<file path="src/rtl/br_game_ctrl_if.sv">
// BlockyRoads game-flow bus: key events, frame tick, collision in; game state out.
// The hiscore signal exists only when BR_HISCORE_EN is defined.
interface br_game_ctrl_if;
  logic        frame_tick;
  logic        key_valid;
  logic [7:0]  key_code;
  logic        key_break;
  logic        collision;
  logic [3:0]  status;
  logic [3:0]  direction;
  logic [1:0]  countdown;
  logic [2:0]  level;
  logic [15:0] score;
`ifdef BR_HISCORE_EN
  logic [15:0] hiscore;
`endif

  modport master (
`ifdef BR_HISCORE_EN
    input  hiscore,
`endif
    output frame_tick, key_valid, key_code,
    output key_break, collision,
    input  status, direction, countdown,
    input  level, score
  );

  modport slave (
`ifdef BR_HISCORE_EN
    output hiscore,
`endif
    input  frame_tick, key_valid, key_code,
    input  key_break, collision,
    output status, direction, countdown,
    output level, score
  );
endinterface

</file>
<file path="src/rtl/br_game_ctrl.sv">
// BlockyRoads game-flow sequencer: FSM, countdown, BCD score, level.
// Optional BR_HISCORE_EN adds a best-score register and port.
module br_game_ctrl #(
  parameter int COUNT_FRAMES = 60,
  parameter int SCORE_DIV    = 6,
  parameter int LEVEL_FRAMES = 600,
  parameter int CRASH_FRAMES = 90
) (
  input  logic          clk,
  input  logic          clr,
  br_game_ctrl_if.slave bus
);

  typedef enum logic [3:0] {
    IDLE  = 4'd0,
    CDOWN = 4'd1,
    PLAY  = 4'd2,
    PAUSE = 4'd3,
    CRASH = 4'd4,
    OVER  = 4'd5
  } state_t;

  localparam int CDW = $clog2(COUNT_FRAMES + 1);
  localparam int SDW = $clog2(SCORE_DIV + 1);
  localparam int LDW = $clog2(LEVEL_FRAMES + 1);
  localparam int RDW = $clog2(CRASH_FRAMES + 1);

  localparam logic [CDW-1:0] CD_TOP = CDW'(COUNT_FRAMES - 1);
  localparam logic [SDW-1:0] SD_TOP = SDW'(SCORE_DIV - 1);
  localparam logic [LDW-1:0] LD_TOP = LDW'(LEVEL_FRAMES - 1);
  localparam logic [RDW-1:0] RD_TOP = RDW'(CRASH_FRAMES - 1);

  localparam logic [7:0] K_ENTER = 8'h5A;
  localparam logic [7:0] K_P     = 8'h4D;
  localparam logic [7:0] K_W     = 8'h1D;
  localparam logic [7:0] K_S     = 8'h1B;
  localparam logic [7:0] K_A     = 8'h1C;
  localparam logic [7:0] K_D     = 8'h23;

  state_t         state, state_n;
  logic [CDW-1:0] cdc, cdc_n;
  logic [SDW-1:0] sdc, sdc_n;
  logic [LDW-1:0] ldc, ldc_n;
  logic [RDW-1:0] rdc, rdc_n;
  logic [1:0]     cdv, cdv_n;
  logic [2:0]     lvl, lvl_n;
  logic [15:0]    scr, scr_n;
  logic [15:0]    hi, hi_n;
  logic [3:0]     held, held_n;
  logic [3:0]     dir, dir_n;
  logic [3:0]     steer;
  logic           make, enter_mk, p_mk;

  function automatic logic [15:0] bcd_inc(input logic [15:0] v);
    logic [15:0] r;
    logic        c;
    r = v;
    c = 1'b1;
    for (int i = 0; i < 4; i++) begin
      if (c) begin
        if (r[i*4 +: 4] == 4'd9) begin
          r[i*4 +: 4] = 4'd0;
        end else begin
          r[i*4 +: 4] = r[i*4 +: 4] + 4'd1;
          c = 1'b0;
        end
      end
    end
    return r;
  endfunction

  assign make     = bus.key_valid & ~bus.key_break;
  assign enter_mk = make & (bus.key_code == K_ENTER);
  assign p_mk     = make & (bus.key_code == K_P);

  // Held keys are tracked regardless of state; bit order {up,down,left,right}.
  always_comb begin
    held_n = held;
    if (bus.key_valid) begin
      unique case (bus.key_code)
        K_W:     held_n[3] = ~bus.key_break;
        K_S:     held_n[2] = ~bus.key_break;
        K_A:     held_n[1] = ~bus.key_break;
        K_D:     held_n[0] = ~bus.key_break;
        default: held_n = held;
      endcase
    end
  end

  always_comb begin
    state_n = state;
    cdc_n   = cdc;
    sdc_n   = sdc;
    ldc_n   = ldc;
    rdc_n   = rdc;
    cdv_n   = cdv;
    lvl_n   = lvl;
    scr_n   = scr;
    hi_n    = hi;
    case (state)
      IDLE: begin
        if (enter_mk) begin
          state_n = CDOWN;
          cdv_n   = 2'd3;
          cdc_n   = '0;
        end
      end
      CDOWN: begin
        if (bus.frame_tick) begin
          if (cdc == CD_TOP) begin
            cdc_n = '0;
            if (cdv == 2'd1) begin
              state_n = PLAY;
              cdv_n   = 2'd0;
              sdc_n   = '0;
              ldc_n   = '0;
            end else begin
              cdv_n = cdv - 2'd1;
            end
          end else begin
            cdc_n = cdc + CDW'(1);
          end
        end
      end
      PLAY: begin
        if (bus.collision) begin
          state_n = CRASH;
          rdc_n   = '0;
        end else if (p_mk) begin
          state_n = PAUSE;
        end else if (bus.frame_tick) begin
          if (sdc == SD_TOP) begin
            sdc_n = '0;
            if (scr != 16'h9999) scr_n = bcd_inc(scr);
          end else begin
            sdc_n = sdc + SDW'(1);
          end
          if (ldc == LD_TOP) begin
            ldc_n = '0;
            if (lvl != 3'd7) lvl_n = lvl + 3'd1;
          end else begin
            ldc_n = ldc + LDW'(1);
          end
        end
      end
      PAUSE: begin
        if (p_mk) state_n = PLAY;
      end
      CRASH: begin
        if (bus.frame_tick) begin
          if (rdc == RD_TOP) begin
            rdc_n   = '0;
            state_n = OVER;
            // Valid packed BCD orders the same as plain binary.
            if (scr > hi) hi_n = scr;
          end else begin
            rdc_n = rdc + RDW'(1);
          end
        end
      end
      OVER: begin
        if (enter_mk) begin
          state_n = IDLE;
          scr_n   = '0;
          lvl_n   = '0;
          sdc_n   = '0;
          ldc_n   = '0;
        end
      end
      default: state_n = IDLE;
    endcase
  end

  always_comb begin
    steer = held_n;
    if (steer[3] & steer[2]) steer[3:2] = 2'b00;
    if (steer[1] & steer[0]) steer[1:0] = 2'b00;
    dir_n = (state_n == PLAY) ? steer : 4'b0;
  end

  always_ff @(posedge clk) begin
    if (clr) begin
      state <= IDLE;
      cdc   <= '0;
      sdc   <= '0;
      ldc   <= '0;
      rdc   <= '0;
      cdv   <= '0;
      lvl   <= '0;
      scr   <= '0;
      hi    <= '0;
      held  <= '0;
      dir   <= '0;
    end else begin
      state <= state_n;
      cdc   <= cdc_n;
      sdc   <= sdc_n;
      ldc   <= ldc_n;
      rdc   <= rdc_n;
      cdv   <= cdv_n;
      lvl   <= lvl_n;
      scr   <= scr_n;
      hi    <= hi_n;
      held  <= held_n;
      dir   <= dir_n;
    end
  end

  assign bus.status    = state;
  assign bus.direction = dir;
  assign bus.countdown = cdv;
  assign bus.level     = lvl;
  assign bus.score     = scr;
`ifdef BR_HISCORE_EN
  assign bus.hiscore   = hi;
`else
  logic unused_hi;
  assign unused_hi = ^hi;
`endif

endmodule

</file>
<file path="src/flat_wrapper.sv">
// flat-port wrapper written by rule: the top's interface ports become plain ports
module br_game_ctrl_flat 
#(
  parameter int COUNT_FRAMES = 60,
  parameter int SCORE_DIV    = 6,
  parameter int LEVEL_FRAMES = 600,
  parameter int CRASH_FRAMES = 90
)
  (clk, clr, bus_frame_tick, bus_key_valid, bus_key_code, bus_key_break, bus_collision, bus_status, bus_direction, bus_countdown, bus_level, bus_score);
  br_game_ctrl_if bus_i ();
  input  logic clk;
  input  logic clr;
  input wire logic [$bits(bus_i.frame_tick)-1:0] bus_frame_tick;
  input wire logic [$bits(bus_i.key_valid)-1:0] bus_key_valid;
  input wire logic [$bits(bus_i.key_code)-1:0] bus_key_code;
  input wire logic [$bits(bus_i.key_break)-1:0] bus_key_break;
  input wire logic [$bits(bus_i.collision)-1:0] bus_collision;
  output wire logic [$bits(bus_i.status)-1:0] bus_status;
  output wire logic [$bits(bus_i.direction)-1:0] bus_direction;
  output wire logic [$bits(bus_i.countdown)-1:0] bus_countdown;
  output wire logic [$bits(bus_i.level)-1:0] bus_level;
  output wire logic [$bits(bus_i.score)-1:0] bus_score;
  assign bus_i.frame_tick = bus_frame_tick;
  assign bus_i.key_valid = bus_key_valid;
  assign bus_i.key_code = bus_key_code;
  assign bus_i.key_break = bus_key_break;
  assign bus_i.collision = bus_collision;
  assign bus_status = bus_i.status;
  assign bus_direction = bus_i.direction;
  assign bus_countdown = bus_i.countdown;
  assign bus_level = bus_i.level;
  assign bus_score = bus_i.score;
  br_game_ctrl #(.COUNT_FRAMES(COUNT_FRAMES), .SCORE_DIV(SCORE_DIV), .LEVEL_FRAMES(LEVEL_FRAMES), .CRASH_FRAMES(CRASH_FRAMES)) u_core (.clk(clk), .clr(clr), .bus(bus_i));
endmodule
</file>
<file path="config.mk">
export PLATFORM = sky130hd
export DESIGN_NAME = br_game_ctrl_flat
export DESIGN_NICKNAME = d
export VERILOG_FILES = /design/src/rtl/br_game_ctrl_if.sv /design/src/rtl/br_game_ctrl.sv /design/src/flat_wrapper.sv
export SDC_FILE = /design/constraint.sdc
export NUM_CORES = 1
export LEC_CHECK = 0
export ABC_AREA = 1
export BUFFER_PORTS_ARGS = -buffer_cell sky130_fd_sc_hd__buf_2
export CAP_MARGIN = 20
export CORE_ASPECT_RATIO = 0.75
export CORE_MARGIN = 2
export CORE_UTILIZATION = 53
export CTS_CLUSTER_SIZE = 40
export DETAILED_ROUTE_END_ITERATION = 8
export PLACE_DENSITY = 0.76
export SLEW_MARGIN = 20
export SYNTH_ARGS = -nofsm -noshare
export SYNTH_HDL_FRONTEND = slang
export SYNTH_SLANG_ARGS = --single-unit
</file>
<file path="constraint.sdc">
create_clock -name clk -period 1.4 [get_ports clk]
set_input_delay 0.28 -clock clk [delete_from_list [all_inputs] [get_ports clk]]
set_output_delay 0.28 -clock clk [all_outputs]
set_load 0.01 [all_outputs]
</file>
==> summary.md, run 1 <==
| Metric | Value |
|---|---|
| Status | `complete, but fails checks` |
| Failing checks | `negative setup slack` |
| Synth unique cells | `38` |
| Antenna cells | `0` |
| Final count of hold timing violations | `0` |
| Worst-skew pair later-pin latency | `approximately 0.35 ns` |
| Final setup margin | `-0.4591 ns` |
| Critical path data required time | `1.63 ns` |
| Drt pass-1 iters | `9` |
| MaxCap Viol Count | `0` |
| Layout cell share with drive strength beyond 1 | `41.57%` |
| Slowest cell on crit path | `dfxtp_4` |
| Final Power | `3526 uW` |
| CP dominant cell by count | `nand2_4` |
| Reg clk slew, reported paths | `roughly 0.07 ns` |
| Start of the worst register-to-register path | `u_core.bus.status[3]` |
| Mapped Cells | `560` |
| Max Buffers Root-to-Sink | `2` |
| Minimum clock period | `1.859 ns` |
| Vias in the first global route | `4,342` |
| Unrepaired setup endpoints after global routing | `yes` |
| GPL Wtd Cong | `about 0.9` |
| Reg2Reg Depth | `9` |
| DRT met1 WL | `5.319 mm` |
| Die Width | `100.5 um` |
| Worst min-delay path class | `in2reg` |
| Post-detail-place hpwl | `7.225 mm` |
| CTS root buf | `clkbuf_8` |
| Commonest non-fill, non-tap cell in the layout | `nand2_1` |
| Fin crit share | `132.8%` |
| R2r setup slk | `-0.46 ns` |
| Worst setup EP type | `flop` |
| Max IR drop VDD | `0.0006257 V` |
| P&R area growth vs syn | `51.32%` |
| DRC Markers | `0` |
| Max stage delay on crit path | `0.37 ns` |
| Slew HR | `between 60% and 70%` |
| Met3 WL post-DR | `1.489 mm` |
| Clock skew | `0.009138 ns` |
| Wire per inst | `around 17 um` |
| Highest metal layer with signal wires | `met4` |
| Critical R2R Capture | `u_core.bus.score[13]` |
| Fillers | `371` |
| Leakage power | `0.002479 uW` |
| Max Clk Rate | `537.9 MHz` |
| Hold path depth | `2` |
| Bufs and invs on worst path | `1` |
| Most frequent cells in the layout | `115 x nand2_1, 102 x buf_4, 67 x nor2_1` |
| PortBufs | `42` |
| Worst min-delay path startpoint | `clr` |
| Initial Utilization | `54.40%` |
| Cell Rows | `26` |
| Synth Warn # | `0` |
| Tot GR Track Use | `32.09%` |
| Synthesized Nets | `roughly 600` |
| Core box area | `a little under 7000 um^2` |
| Post-synthesis sequential area ratio | `31.94%` |
| Overflow left after global routing | `0` |
| Final Util | `82.32%` |
| CTS tree | `yes` |
| Synth Cell Area | `3699 um^2` |
| Max H-tree Level | `3` |
| Routed Antenna Nets | `0` |
| Crit path max fanout | `7` |
| PD cells | `630.1 nW/um^2` |
| Crit Path Category | `reg2reg` |
| Initial antenna violation count | `0` |
| Pins Over Slew Limit | `0` |
| Post-synthesis register bit count | `a little under 60` |
| Cell Chain, Critical Path | `nor2_4, nand2_4, inv_6, nand3_4, nand2_4, nor2_8, nand2_4, nand2_1, a21oi_1` |
| Post-Route WL | `14.08 mm` |
| # IOs | `43` |
| Num CTS Buffers | `9` |
| CP Launch Type | `flop` |
| Worst slack at placement | `-0.2564 ns` |
| Hold Crit Endpoint | `u_core.bus.status[1]` |
| DR iter-0 viols | `523` |
| Met2 Wirelength | `~6.5 mm` |
| Largest net degree at the start of global routing | `21` |
| Die area | `7670 um^2` |
| Vias per cell | `5.814` |
| Final setup fails | `53` |
| Final hold slack | `0.1889 ns` |
| Clk sink count | `59` |
| Syn_area_per_cell | `between 6 and 7 um^2` |
| Top delay family on crit path | `simple AND/OR/NAND/NOR gates` |
| Die height | `~76 um` |
| First-pass GRT wire length | `19.88 mm` |
| # nets final | `750` |
| Routed via count | `4,698` |
| Worst-margin pin slew | `around 0.6 ns` |
| Critical Path AT | `between 2 and 2.5 ns` |
==> registers in the layout, summed over array words and instances, names as in the netlist, 3 cells and up <==
signal                flops
u_core.cdc                6
u_core.held               4
u_core.ldc               10
u_core.rdc                7
u_core.bus.level          3
u_core.bus.status         4
u_core.bus.direction      4
u_core.sdc                3
u_core.bus.score         16
==> Yosys cell counts (all sizes together) <==
library cell  number  share of area, %
a21oi             37               5.0
or2                3              0.51
nor3              21               3.1
ha                15               5.1
conb               1              0.10
o211ai             1              0.20
nor2              86                10
o21bai             6               1.2
nor4               1              0.17
buf                3              0.64
o21ai             10               1.7
nand2            149                17
nand3             62               9.0
xnor2              4              0.95
nand4             16               3.1
inv               70               7.2
dfxtp             59                32
clkbuf             6              0.61
xor2               3              0.71
o211a              1              0.27
nor3b              3              0.74
a31o               1              0.24
and3               2              0.34
==> timing repair <==
| action | CTS | global route |
|---|---|---|
| pin swaps | 49 | 37 |
| buffers inserted | 18 | 13 |
| cloned | 4 | 0 |
| hold endpoints to repair | 0 | 0 |
| endpoints found under the setup margin | 51 | 54 |
| hold buffers | 0 | 0 |
| gates resized for setup | 69 | 49 |
==> layout make-up <==
class	count	area, um^2	area share [%]
multi-input combinational	424	2651	47.37
sequential	59	1214	21.69
timing repair buffer	156	1135	20.28
inverter	70	287.8	5.142
clock buffer	11	131.4	2.347
tap	84	105.1	1.878
clock inverter	3	65.06	1.163
timing repair inverter	1	7.507	0.1341
==> kinds of logic (layout without fill, tap and decap cells) <==
| kind of cell | after synthesis | in the layout | share of synthesized area [%] |
|---|---|---|---|
| other | 1 | 1 | 0.1014 |
| DFF | 59 | 59 | 31.93 |
| xor gates and xnor gates | 7 | 7 | 1.658 |
| AOI/OAI and AO/OA | 56 | 56 | 8.593 |
| and+or+nand+nor | 343 | 345 | 44.15 |
| adders and majority gates | 15 | 15 | 5.074 |
| buffers and inverters | 79 | 241 | 8.491 |
==> metrics by stage <==
step | TNS [ns] | cells | area, um^2
6_report | -10.87 | 808 | 5597
5_1_grt | -15.52 | 808 | 5597
4_1_cts | -4.312 | 798 | 5346
3_5_place_dp | -8.268 | 762 | 4708
3_3_place_gp | -6.187 | 762 | 4708
2_1_floorplan | -0.4793 | 560 | 3789
==> report_power, final <==
group / switching [uW] / internal, uW
Clock: 677 / 981
Sequential: 3.00 / 1670
Combinational: 119 / 76.3
==> layer usage <==
metal  up-vias  GRT usage, %
met1      2104         39.69
met4         0         14.25
met2       356         52.21
li1       2141             -
met5         -             0
met3        97         8.532
==> worst max-delay path by stage <==
stage                               startpoint              endpoint  slack (ns)  depth (start not counted)
final                     u_core.bus.status[3]  u_core.bus.score[13]       -0.46                          9
after global routing      u_core.bus.status[3]  u_core.bus.score[13]       -0.49                          9
after CTS                        u_core.cdc[0]         u_core.ldc[0]       -0.15                          9
after detailed placement       bus_key_code[7]   u_core.bus.score[8]       -0.26                         11
after global placement           bus_key_break   u_core.bus.score[9]       -0.20                         11
after floorplan           u_core.bus.status[3]         u_core.sdc[0]       -0.05                          9
(Power assumes the default switching activity.)
==> run 2, diff against run 1 <==
--- a/config.mk
+++ b/config.mk
@@ -6,14 +6,14 @@
 export NUM_CORES = 1
 export LEC_CHECK = 0
 export ABC_AREA = 1
-export BUFFER_PORTS_ARGS = -buffer_cell sky130_fd_sc_hd__buf_2
 export CAP_MARGIN = 20
 export CORE_ASPECT_RATIO = 0.75
 export CORE_MARGIN = 2
-export CORE_UTILIZATION = 53
+export CORE_UTILIZATION = 55
 export CTS_CLUSTER_SIZE = 40
 export DETAILED_ROUTE_END_ITERATION = 8
-export PLACE_DENSITY = 0.76
+export DONT_BUFFER_PORTS = 1
+export PLACE_DENSITY = 0.7
 export SLEW_MARGIN = 20
 export SYNTH_ARGS = -nofsm -noshare
 export SYNTH_HDL_FRONTEND = slang
==> constraint.sdc (replaced) <==
create_clock -name clk -period 2.05 [get_ports clk]
set_input_delay 0.41 -clock clk [delete_from_list [all_inputs] [get_ports clk]]
set_output_delay 0.41 -clock clk [all_outputs]
set_load 0.01 [all_outputs]
==> summary.md, run 2 (synthesized netlist as in run 1, its figures left out) <==
| Metric | Value |
|---|---|
| GPL Wtd Cong | `0.8113` |
| Reg2Reg Depth | `9` |
| Sw frac | `a little over a fifth` |
| Final instance area | `4034 um^2` |
| Unrepaired setup endpoints after global routing | `no` |
| Post-detail-place hpwl | `6.050 mm` |
| Worst min-delay path class | `in2reg` |
| Initial Utilization | `57.68%` |
| Clk sink count | `a little under 60` |
| Layout cell share with drive strength beyond 1 | `11.32%` |
| MaxCap Viol Count | `0` |
| # nets final | `598` |
| Vias in the first global route | `around 3,100` |
| Setup Total Neg Slack | `0 ns` |
| Pins Over Slew Limit | `0` |
| Fillers | `597` |
| Core box area | `6412 um^2` |
| Number of flip-flops in the largest register | `16` |
| Worst setup EP type | `flop` |
| Most frequent cells in the layout | `136 x nand2_1, 76 x nor2_1, 63 x inv_1` |
| Hold Crit Endpoint | `u_core.held[2]` |
| Comb pwr share | `under 10%` |
| Post-Route WL | `8.225 mm` |
| Non-filler instance count after layout | `between 600 and 700` |
| Worst min-delay path startpoint | `clr` |
| DR iter-0 viols | `approximately 120` |
| Largest net degree at the start of global routing | `36` |
| Die height | `75.02 um` |
| Gates resized, CTS repair | `0` |
| Vias per cell | `5.325` |
| R2r setup slk | `0.20 ns` |
| Post-CTS setup buffers | `0` |
| Cell Rows | `25` |
| PortBufs | `0` |
| Commonest non-fill, non-tap cell in the layout | `nand2_1` |
| Origin of the worst setup path | `u_core.bus.status[0]` |
| Overflow left after global routing | `0` |
| Minimum clock period | `1.855 ns` |
| Clock power share | `50.7%` |
| First-pass GRT wire length | `14.08 mm` |
| Placed cell area | `3806 um^2` |
| Die Width | `98.69 um` |
| Wire per inst | `12.56 um` |
| Max Buffers Root-to-Sink | `2` |
| Leakage power | `around 0.0017 uW` |
| Crit Path Category | `reg2reg` |
| Status | `completed` |
| Tot GR Track Use | `a little under a quarter` |
| Worst-skew pair later-pin latency | `about 0.34 ns` |
| Inst Count DP | `639` |
| Initial antenna violation count | `0` |
| CTS tree | `yes` |
| Flop pwr share | `around 48%` |
| Critical R2R Capture | `u_core.bus.score[1]` |
| Reg clk slew, reported paths | `0.07 ns` |
| CTS root buf | `clkbuf_8` |
| Drt pass-1 iters | `4` |
| Max IR drop VDD | `0.0005188 V` |
| CP Launch Type | `flop` |
| Start of the worst register-to-register path | `u_core.bus.status[0]` |
| Routed via count | `around 3,500` |
| Worst slack at placement | `0.2277 ns` |
| Routed Antenna Nets | `0` |
| Hold-fix buffers, CTS | `0` |
| Critical path data required time | `2.29 ns` |
| Final setup margin | `0.1954 ns` |
| DRC Markers | `0` |
| Critical Path AT | `2.09 ns` |
| Internal power | `1907 uW` |
| Antenna cells | `0` |
| Num CTS Buffers | `9` |
| Fin crit share | `90.47%` |
| Final hold slack | `0.1357 ns` |
| Final setup fails | `0` |
| Max H-tree Level | `3` |
| Crit path max fanout | `16` |
| Hold path depth | `1` |
| Sw Pwr | `slightly above 500 uW` |
| PD cells | `598.0 nW/um^2` |
| P&R area growth vs syn | `9.066%` |
| Final count of hold timing violations | `0` |
| Clock skew | `around 0.01 ns` |
| Max Clk Rate | `539.2 MHz` |
| # IOs | `43` |
| Die area | `7403 um^2` |
==> run 2: cell count changes in the layout (fill, tap and decap cells not counted), moves of 9 or more <==
cell     previous run  this run
buf_4             102         7
buf_2              41         0
nand2_1           115       136
nand3_1            44        59
dfxtp_1            45        59
nand2_4            19         5
buf_6              11         0
inv_1              52        63
nand3_2            12         2
nor2_1             67        76
==> run 2: cell type report <==
type	count	area [um^2]	share of cell area (%)
flip-flops and latches	59	1181	29.28
clock buffers	12	155.1	3.846
multi-input cells	422	2203	54.62
clock inverters	4	72.57	1.799
repair buffers	7	52.55	1.303
well taps	81	101.3	2.512
inverters	70	267.8	6.638
==> run 2: critical path, cell delays in order, from the launching register on <==
cell and delay [ns]:
dfxtp_1 0.53, nor2_4 0.09, nand2_4 0.21, inv_4 0.10, nand3_4 0.17, nand2_2 0.09
nor2_2 0.23, nand2_2 0.14, nand2_1 0.12, nor2_1 0.07
==> run 2: metrics by stage <==
step | power [uW] | util (%)
finish | 2412 | 62.91
global route | 2493 | 62.91
CTS | 2438 | 62.91
detailed placement | 1215 | 59.36
global placement | 1214 | 59.36
floorplan | 1216 | -
==> run 2: worst max path at each step <==
stage / endpoint / slack [ns] / cells after the start
after floorplan: u_core.bus.score[12] / 0.43 / 10
after global placement: u_core.bus.score[1] / 0.25 / 9
after detailed placement: u_core.bus.score[1] / 0.23 / 9
after CTS: u_core.bus.score[1] / 0.21 / 9
after global routing: u_core.bus.score[12] / 0.02 / 10
final: u_core.bus.score[1] / 0.20 / 9
==> run 2: per-layer routing <==
| layer | share of wire [%] | vias to the layer above | global-route usage [%] |
|---|---|---|---|
| met3 | 6.1 | 8 | 7.707 |
| met2 | 43 | 75 | 36.89 |
| met5 | 0 | - | 0 |
| met1 | 50 | 1575 | 32.53 |
| met4 | 1.2 | 0 | 7.306 |
| li1 | - | 1830 | - |
==> run 2: power by group through the flow <==
stage / combinational, uW / clock [uW] / sequential, uW
finish: 39.1 / 1220 / 1150
CTS: 39.2 / 1250 / 1150
detailed placement: 38.8 / 0 / 1180
global placement: 38.1 / 0 / 1180
global route: 45.5 / 1300 / 1150
floorplan: 40.7 / 0 / 1180
==> run 3, diff against run 2 <==
==> constraint.sdc (replaced) <==
create_clock -name clk -period 2.05 [get_ports clk]
set_input_delay 0 -clock clk [delete_from_list [all_inputs] [get_ports clk]]
set_output_delay 0 -clock clk [all_outputs]
set_load 0.01 [all_outputs]
==> summary.md, run 3 (synthesized netlist as in run 1, its figures left out) <==
| Metric | Value |
|---|---|
| Status | `completed` |
| Clk sink count | `59` |
| # nets final | `607` |
| Max Buffers Root-to-Sink | `2` |
| Cell Rows | `25` |
| Critical Path AT | `between 2 and 2.5 ns` |
| Num CTS Buffers | `9` |
| CP Launch Type | `input pin` |
| Routed Antenna Nets | `0` |
| Tot GR Track Use | `around 25%` |
| DR iter-0 viols | `201` |
| Final count of hold timing violations | `0` |
| CTS root buf | `clkbuf_8` |
| Unrepaired setup endpoints after global routing | `no` |
| Setup Total Neg Slack | `0 ns` |
| Non-filler instance count after layout | `664` |
| Antenna cells | `0` |
| Die area | `~7400 um^2` |
| Overflow left after global routing | `0` |
| Pins Over Slew Limit | `0` |
| R2r setup slk | `0.20 ns` |
| Die Width | `98.69 um` |
| Origin of the worst setup path | `bus_key_code[4]` |
| Number of flip-flops in the largest register | `16` |
| Commonest non-fill, non-tap cell in the layout | `nand2_1` |
| P&R area growth vs syn | `11.16%` |
| Layout cell share with drive strength beyond 1 | `11.32%` |
| Most Used Layer, Global Route | `met2` |
| Largest net degree at the start of global routing | `35` |
| Reg clk slew, reported paths | `0.07 ns` |
| Gates resized, CTS repair | `0` |
| Register area | `1181 um^2` |
| Most frequent cells in the layout | `136 x nand2_1, 76 x nor2_1, 63 x inv_1` |
| Vias in the first global route | `between 3,000 and 4,000` |
| Max H-tree Level | `3` |
| Drt pass-1 iters | `5` |
| Crit path max fanout | `4` |
| Post-Route WL | `8.824 mm` |
| Final instance area | `around 4100 um^2` |
| Area occupied by multi-input gates | `2203 um^2` |
| Routed via count | `~3,600` |
| Final setup fails | `0` |
| Worst setup EP type | `flop` |
| Minimum clock period | `1.899 ns` |
| Core box area | `6412 um^2` |
| Fillers | `603` |
| Initial antenna violation count | `0` |
| Worst min-delay path class | `in2reg` |
| Critical R2R Capture | `u_core.bus.score[13]` |
| Initial Utilization | `57.68%` |
| Critical Path End | `u_core.bus.direction[0]` |
| Max IR drop VDD | `0.0004723 V` |
| Wire per inst | `about 13 um` |
| DRC Markers | `0` |
| Placed cell area | `3799 um^2` |
| # IOs | `43` |
| Inst Count DP | `638` |
| Reg2Reg Depth | `11` |
| Max Clk Rate | `526.7 MHz` |
| Final hold slack | `0.04381 ns` |
| Post-CTS setup buffers | `0` |
| PortBufs | `0` |
| Critical path data required time | `2.29 ns` |
| GPL Wtd Cong | `0.8324` |
| Final Util | `64.12%` |
| Post-detail-place hpwl | `6.234 mm` |
| Met3 Use GR | `6.964%` |
| PD cells | `560.2 nW/um^2` |
| CTS tree | `yes` |
| Vias per cell | `between 5 and 6` |
| Start of the worst register-to-register path | `u_core.bus.score[5]` |
| Crit Path Category | `in2reg` |
| Met2 capacity usage during global routing | `40.29%` |
| MaxCap Viol Count | `0` |
| GR Util met1 | `33.83%` |
| Clock skew | `0.01019 ns` |
| Fin crit share | `92.61%` |
| First-pass GRT wire length | `14.62 mm` |
| Leakage power | `0.001675 uW` |
| Die height | `between 70 and 80 um` |
| Worst-skew pair later-pin latency | `0.35 ns` |
[run 3: routing by layer]
metal | share of wire, % | routed length (um) | up-vias
met5 | 0 | 0 | -
met4 | 0.76 | 67 | 0
met3 | 7.4 | 652 | 4
met2 | 43 | 3799 | 116
met1 | 49 | 4305 | 1628
li1 | - | - | 1846
[run 3: worst min path at each step]
stage | startpoint | to | cells after the start | slack, ns
after global placement | clr | u_core.bus.score[2] | 1 | 0.07
after floorplan | bus_frame_tick | u_core.cdc[1] | 2 | 0.16
after global routing | bus_frame_tick | u_core.bus.status[1] | 4 | 0.06
after detailed placement | clr | u_core.sdc[2] | 1 | 0.08
after CTS | bus_frame_tick | u_core.bus.status[1] | 4 | 0.02
final | clr | u_core.ldc[8] | 3 | 0.04
[run 3: timing repair]
action,CTS,global route
endpoints found under the setup margin,0,0
hold buffers,10,0
endpoints found under the hold margin,39,0
[run 3: stage by stage]
step                      total power (uW)  worst slack [ns]
after floorplan                       1216            0.4331
after global placement                1214            0.2201
after detailed placement              1215            0.2322
after CTS                             2329            0.2148
after global routing                  2386           0.01800
final                                 2303            0.1515
[run 3: area by class of cell]
class	count	share of cell area, %
Clock buffer	9	3.013
Clock inverter	7	1.917
Inverter	70	6.512
Multi-Input combinational cell	422	53.59
Sequential cell	59	28.73
Tap cell	81	2.465
Timing Repair Buffer	16	3.774
[run 3: where the power goes]
group / switching (uW) / total, uW / internal [uW] / leakage (uW)
registers: 2.49 / 1150 / 1150 / 0.000475
clock network: 519 / 1090 / 566 / 0.0000916
logic: 45.3 / 69.2 / 23.8 / 0.00111
total: 567 / 2300 / 1740 / 0.00168
[run 3: critical path, cell delays in order]
cell	delay, ns
dlygate4sd3_1	0.54
nor2_1	0.16
nand4_1	0.12
dlygate4sd3_1	0.59
nand2_1	0.09
dlygate4sd3_1	0.57
nor2_1	0.06
